`src/rtl/seven_seg_scanner_pkg.sv`:
```
// Shared constants and helpers for the seven-segment scanner: FSM state codes,
// the dark cathode pattern and counter width helper.
package seven_seg_scanner_pkg;

  localparam logic [0:0] ST_BLANK = 1'b0;
  localparam logic [0:0] ST_DRIVE = 1'b1;

  localparam logic [7:0] SEG_OFF = 8'hFF;

  // Width of a counter that spans 0..n-1, never less than one bit.
  function automatic int cnt_width(input int n);
    return (n > 1) ? $clog2(n) : 1;
  endfunction

endpackage

```
`src/rtl/seven_seg_scanner_scan_timer.sv`:
```
// Slot counter and digit index for the display scan; flags the last cycle of
// every slot and of every frame.
module scan_timer
  import seven_seg_scanner_pkg::*;
#(
  parameter int NUM_DIGITS  = 8,
  parameter int REFRESH_DIV = 100000,
  localparam int CW = cnt_width(REFRESH_DIV),
  localparam int IW = cnt_width(NUM_DIGITS)
) (
  input  logic          clk,
  input  logic          reset,
  output logic [CW-1:0] cnt_q,
  output logic [IW-1:0] idx_q,
  output logic          slot_end,
  output logic          frame_end
);

  localparam logic [CW-1:0] CNT_LAST = CW'(REFRESH_DIV - 1);
  localparam logic [IW-1:0] IDX_LAST = IW'(NUM_DIGITS - 1);

  logic [CW-1:0] cnt_d;
  logic [IW-1:0] idx_d;

  always_comb begin
    slot_end  = (cnt_q == CNT_LAST);
    frame_end = slot_end && (idx_q == IDX_LAST);
    cnt_d     = slot_end ? '0 : cnt_q + CW'(1);
    idx_d     = idx_q;
    if (slot_end) begin
      idx_d = frame_end ? '0 : idx_q + IW'(1);
    end
  end

  always_ff @(posedge clk) begin
    if (reset) begin
      cnt_q <= '0;
      idx_q <= '0;
    end else begin
      cnt_q <= cnt_d;
      idx_q <= idx_d;
    end
  end

endmodule

```
`src/rtl/seven_seg_scanner.sv`:
```
// Time-multiplexed seven-segment driver with frame-synchronous double buffering
// and a blanking gap at the start of every digit slot.
//
//   state    | meaning
//   ---------+-----------------------------------------------------
//   ST_BLANK | first BLANK_CYCLES of a slot, all anodes off
//   ST_DRIVE | remainder of the slot, current digit driven if enabled
module seven_seg_scanner
  import seven_seg_scanner_pkg::*;
#(
  parameter int NUM_DIGITS   = 8,
  parameter int REFRESH_DIV  = 100000,
  parameter int BLANK_CYCLES = 500
) (
  input  logic                    Clk,
  input  logic                    Reset,
  input  logic [8*NUM_DIGITS-1:0] Seg_Data,
  input  logic                    Load,
  input  logic [NUM_DIGITS-1:0]   Digit_En,
  output logic [7:0]              Seg,
  output logic [NUM_DIGITS-1:0]   An,
  output logic                    Frame_Done,
  output logic                    Load_Pending
);

  localparam int CW = cnt_width(REFRESH_DIV);
  localparam int IW = cnt_width(NUM_DIGITS);
  localparam logic [CW-1:0]           BLANK_LAST = CW'(BLANK_CYCLES - 1);
  localparam logic [NUM_DIGITS-1:0]   AN_OFF     = {NUM_DIGITS{1'b1}};
  localparam logic [8*NUM_DIGITS-1:0] BUF_OFF    = {NUM_DIGITS{SEG_OFF}};

  logic [CW-1:0] cnt_q;
  logic [IW-1:0] idx_q;
  logic          slot_end;
  logic          frame_end;

  scan_timer #(
    .NUM_DIGITS (NUM_DIGITS),
    .REFRESH_DIV(REFRESH_DIV)
  ) u_scan_timer (
    .clk      (Clk),
    .reset    (Reset),
    .cnt_q    (cnt_q),
    .idx_q    (idx_q),
    .slot_end (slot_end),
    .frame_end(frame_end)
  );

  logic [0:0]              state_q, state_d;
  logic [8*NUM_DIGITS-1:0] pend_q, pend_d;
  logic [8*NUM_DIGITS-1:0] disp_q, disp_d;
  logic                    lp_q, lp_d;
  logic                    frame_done_q, frame_done_d;
  logic [7:0]              seg_q, seg_d;
  logic [NUM_DIGITS-1:0]   an_q, an_d;
  logic                    lit;

  always_comb begin
    state_d = state_q;
    if (slot_end) begin
      state_d = ST_BLANK;
    end else if (cnt_q == BLANK_LAST) begin
      state_d = ST_DRIVE;
    end
  end

  // The frame boundary is the cycle Frame_Done is high; a Load in that same
  // cycle goes straight to the display so it is not held back a whole frame.
  always_comb begin
    pend_d       = pend_q;
    disp_d       = disp_q;
    lp_d         = lp_q;
    frame_done_d = frame_end;
    if (frame_done_q && lp_q) begin
      disp_d = pend_q;
    end
    if (frame_done_q) begin
      lp_d = 1'b0;
    end
    if (Load) begin
      pend_d = Seg_Data;
      if (frame_done_q) begin
        disp_d = Seg_Data;
      end else begin
        lp_d = 1'b1;
      end
    end
  end

  always_comb begin
    lit   = (state_q == ST_DRIVE) && Digit_En[idx_q];
    seg_d = lit ? disp_q[idx_q*8 +: 8] : SEG_OFF;
    an_d  = AN_OFF;
    if (lit) begin
      an_d[idx_q] = 1'b0;
    end
  end

  always_ff @(posedge Clk) begin
    if (Reset) begin
      state_q      <= ST_BLANK;
      pend_q       <= BUF_OFF;
      disp_q       <= BUF_OFF;
      lp_q         <= 1'b0;
      frame_done_q <= 1'b0;
      seg_q        <= SEG_OFF;
      an_q         <= AN_OFF;
    end else begin
      state_q      <= state_d;
      pend_q       <= pend_d;
      disp_q       <= disp_d;
      lp_q         <= lp_d;
      frame_done_q <= frame_done_d;
      seg_q        <= seg_d;
      an_q         <= an_d;
    end
  end

  assign Seg          = seg_q;
  assign An           = an_q;
  assign Frame_Done   = frame_done_q;
  assign Load_Pending = lp_q;

endmodule

```
`config.mk`:
```
export PLATFORM = sky130hd
export DESIGN_NAME = seven_seg_scanner
export DESIGN_NICKNAME = d
export VERILOG_FILES = /design/src/rtl/seven_seg_scanner_pkg.sv /design/src/rtl/seven_seg_scanner_scan_timer.sv /design/src/rtl/seven_seg_scanner.sv
export SDC_FILE = /design/constraint.sdc
export NUM_CORES = 1
export LEC_CHECK = 0
export CORE_MARGIN = 2
export CORE_UTILIZATION = 30
export DETAILED_ROUTE_END_ITERATION = 6
export SKIP_CTS_REPAIR_TIMING = 1
export SKIP_LAST_GASP = 1
export SLEW_MARGIN = 20
export SYNTH_ARGS = -nofsm -noshare
export SYNTH_HDL_FRONTEND = slang
export SYNTH_HIERARCHICAL = 1
export SYNTH_SLANG_ARGS = --single-unit
export TNS_END_PERCENT = 50
```
`constraint.sdc`:
```
create_clock -name Clk -period 4.9 [get_ports Clk]
set_clock_uncertainty 0.05 [all_clocks]
set_input_delay 0.49 -clock Clk [delete_from_list [all_inputs] [get_ports Clk]]
set_output_delay 0.49 -clock Clk [all_outputs]
set_load 0.1 [all_outputs]
```
==> results_dict.tcl <==
set metrics [dict create \
    finalNetCount 946 \
    sequential_cell_area_um2 3344 \
    power_frac_clock 0.467 \
    worstHoldPathType "reg -> reg" \
    drt-wirelength-per-cell_um 16.22 \
    power_switching_uw 681.0 \
    worst-endpoint-required_ps 5160 \
    grt_setup_unrepaired "false" \
    drc 0 \
    ir_worst_vdd_uv 239.5 \
    grt_start_max_net_pins 71 \
    timing.critical_path.max_delay_family "flip-flops" \
    grt_first_pass_wirelength_um 31280 \
    powerDensity_nw_per_um2 333.3 \
    ys_ff_latch 167 \
    ctsHtreeMaxLevel 4 \
    netlist_instances 814 \
    die-area_um2 25900 \
    diode_insertion_count_for_antenna_repair 0 \
    n_fill_cell 2465 \
    p_leak_uw 0.003696 \
    clk_pin_slew_ps 70 \
    sequential_cell_fraction_of_total_power 0.466 \
    syn-num-nets 892 \
    starting_density_of_the_core 0.3046 \
    synth-edff-count 0 \
    first_global_vias 5585 \
    antenna_found_initial 0 \
    final_min_period_ps 2533 \
    cp.buffers_inverters 0 \
    power.share.switching 0.2248 \
    postPlaceCellArea_um2 8458 \
    clk_root_buffer_cell "sky130_fd_sc_hd__clkbuf_16" \
    remaining_overflow_grt 0 \
    finalInstanceArea_um2 9089 \
    seq_area_frac_synth 0.4526 \
    cp_slowest_stage_delay_ps 970 \
    timing.critical_path.slowest_stage_cell "sky130_fd_sc_hd__dfxtp_1" \
    final_util 0.3748 \
    max_slew.worst_pin.slew_ps 1085 \
    ys.flop_type "sky130_fd_sc_hd__dfxtp_1" \
    grt-busiest-layer "met2" \
    die_ht_um 160.9 \
    detailedRoute.firstPassIterationCount 6 \
    clock_insertion_delay_worst_skew_ps 430 \
    globalplace.congestion 0.7577 \
    outcome "finished clean" \
    max-cap-violations 0 \
    groute.layer.met2.usage 0.2355 \
    timing.final.hold_violations 0 \
    syn_avg_cell_area_um2 9.075 \
    synth_cell_types 49 \
    netlist_area_um2 7387 \
    max-clock-path-buffers 2 \
    reg_to_reg_setup_timing_slack_ps 2370 \
    synthToLayoutAreaGrowth_pct 23.04 \
    placement_rows 57 \
    clock.fmax_mhz 394.8 \
    critical_path.max_fanout 21 \
    die_width_um 160.9 \
    postSynth.asyncResetShare 0 \
    worst_setup_path_end_kind "flip-flop" \
    cp_cell_sequence "nand2_1 > o22ai_1 > o311a_2 > or3b_1" \
    tritoncts "done" \
    clkSinkCount 167 \
    timing.max_slew.rel_slack 0.2757 \
    io_buffer_count 92 \
    power_frac_comb 0.067 \
    synth_warnings 6 \
    dp.final_hpwl_um 12630 \
    cts_inserted_buffers 17 \
    gr_layer_usage_met1 0.2168 \
    vias_per_cell 4.963 \
    final_layout_size_suffix_gt1_frac 0.06470 \
    crit_arrival_ps 2800 \
    crit_path_launch_type "flip-flop" \
    timing_worst_setup_path_type "reg -> reg" \
    setup_total_negative_slack_ps 0 \
    setup_viol 0 \
    drt-initial-drc-count 433 \
    io-pin-count 93 \
    ant_nets 0 \
    post-route-period-util 0.5169 \
    power_report.internal_total_uw 2349 \
    final_max_slew_viol_count 0 \
    core_region_area_um2 24250 \
    met3_usage 0.03487 \
    drt_wl_total_um 19550 \
    route.vias.total 5981 \
    grt.total_usage 0.1530 \
    multi_input_comb_area_um2 3709 \
]
tightest hold or removal path: cells and delay by family (launching register included):
kind | cells | cell delay (ps)
flops | 1 | 330
mux | 1 | 60
simple gates | 1 | 50
routing by layer:
layer | vias up | wire length, um
li1 | 2980 | -
met1 | 2851 | 9691
met2 | 142 | 8751
met3 | 8 | 960
met4 | 0 | 147
met5 | - | 0
layout make-up:
cell class	instances	area share
timing repair buffer	101	0.1085
sequential	167	0.3680
tap	324	0.04460
clock buffer	21	0.05286
clock inverter	11	0.01597
inverter	5	0.002065
multi-input combinational	576	0.4080
kinds of logic after synthesis:
logic type,after synthesis,synth area share
AO/OA/AOI/OAI,135,0.1155
XOR/XNOR,14,0.01660
adder cells (fa/ha/maj),3,0.005082
buffers and inverters,71,0.04641
flip-flops,167,0.4526
multiplexers,92,0.1499
AND/OR/NAND/NOR,332,0.2139
synth_stat cells, types with 2 or more instances:
master | instances | share of area
sky130_fd_sc_hd__a22oi_1 | 2 | 0.0020
sky130_fd_sc_hd__a21oi_1 | 2 | 0.0014
sky130_fd_sc_hd__buf_2 | 19 | 0.013
sky130_fd_sc_hd__nor4_1 | 6 | 0.0051
sky130_fd_sc_hd__buf_6 | 2 | 0.0030
sky130_fd_sc_hd__clkbuf_1 | 36 | 0.018
sky130_fd_sc_hd__and3_1 | 37 | 0.031
sky130_fd_sc_hd__o21ai_0 | 62 | 0.042
sky130_fd_sc_hd__nand2_1 | 154 | 0.078
sky130_fd_sc_hd__nand3_1 | 13 | 0.0088
sky130_fd_sc_hd__nor3_1 | 7 | 0.0047
sky130_fd_sc_hd__or3b_1 | 2 | 0.0024
sky130_fd_sc_hd__a31oi_1 | 30 | 0.025
sky130_fd_sc_hd__ha_1 | 3 | 0.0051
sky130_fd_sc_hd__buf_12 | 2 | 0.0054
sky130_fd_sc_hd__nand2b_1 | 3 | 0.0025
sky130_fd_sc_hd__nand4_1 | 5 | 0.0042
sky130_fd_sc_hd__inv_1 | 4 | 0.0020
sky130_fd_sc_hd__nor2b_1 | 32 | 0.027
sky130_fd_sc_hd__mux4_2 | 3 | 0.0091
sky130_fd_sc_hd__mux2_2 | 2 | 0.0030
sky130_fd_sc_hd__mux4_1 | 9 | 0.032
sky130_fd_sc_hd__nor2_1 | 59 | 0.030
sky130_fd_sc_hd__mux2i_1 | 78 | 0.11
sky130_fd_sc_hd__o22ai_1 | 2 | 0.0017
sky130_fd_sc_hd__dfxtp_1 | 167 | 0.45
sky130_fd_sc_hd__a221oi_1 | 31 | 0.037
sky130_fd_sc_hd__o21ai_1 | 2 | 0.0014
sky130_fd_sc_hd__xor2_1 | 6 | 0.0071
sky130_fd_sc_hd__and2_1 | 4 | 0.0034
sky130_fd_sc_hd__xnor2_1 | 8 | 0.0095
sky130_fd_sc_hd__buf_1 | 5 | 0.0025
worst paths after layout:
| kind | start | end | cells after the start |
|---|---|---|---|
| setup / recovery | u_scan_timer/idx_q[1]$_SDFFE_PP0P_ | Seg[3]$_SDFF_PP1_ | 4 |
| hold / removal | pend_q[1]$_SDFFE_PP1P_ | pend_q[1]$_SDFFE_PP1P_ | 2 |
| setup reg to reg | u_scan_timer/idx_q[1]$_SDFFE_PP0P_ | Seg[3]$_SDFF_PP1_ | 4 |
| hold reg to reg | pend_q[1]$_SDFFE_PP1P_ | pend_q[1]$_SDFFE_PP1P_ | 2 |
metrics by stage:
stage | power (uW) | cells | setup WS [ps] | hold WS, ps
2_1_floorplan | 1545 | 814 | 2690 | 391.3
3_3_place_gp | 1642 | 1173 | 2121 | 403.9
3_5_place_dp | 1643 | 1173 | 2099 | 406.2
4_1_cts | 3061 | 1205 | 2379 | 425.7
5_1_grt | 3136 | 1205 | 2281 | 437.1
6_report | 3030 | 1205 | 2367 | 421.5
state kept, by name, summed over array words and instances, names as in the netlist:
register            count
disp_q                 64
pend_q                 64
u_scan_timer/cnt_q     17
An                      8
Seg                     8
u_scan_timer/idx_q      3
Frame_Done              1
Load_Pending            1
state_q                 1
cell usage in the layout (no fill, tap or decap), drive strengths merged, types with 2 or more instances in the layout:
cell type,n
xor2,6
a21oi,3
ha,3
buf,10
nor2b,32
and2,4
dfxtp,167
clkdlybuf4s50,91
o22ai,2
inv,6
mux2,2
nor4,6
and4bb,2
nand3,13
nor2,60
nor3,7
bufinv,3
nand4,6
o21ai,64
clkinvlp,3
a22oi,2
or3b,2
a31oi,30
mux2i,78
clkinv,4
a221oi,31
mux4,12
clkbuf,21
and3,37
nand2,154
xnor2,8
nand2b,3
power groups by stage:
| stage | sequential [uW] | combinational (uW) | clock, uW |
|---|---|---|---|
| floorplan | 1440 | 104 | 0 |
| global placement | 1440 | 201 | 0 |
| detailed placement | 1440 | 203 | 0 |
| CTS | 1410 | 204 | 1450 |
| global route | 1410 | 223 | 1500 |
| finish | 1410 | 203 | 1420 |
Power figures use the tool's default switching activity.
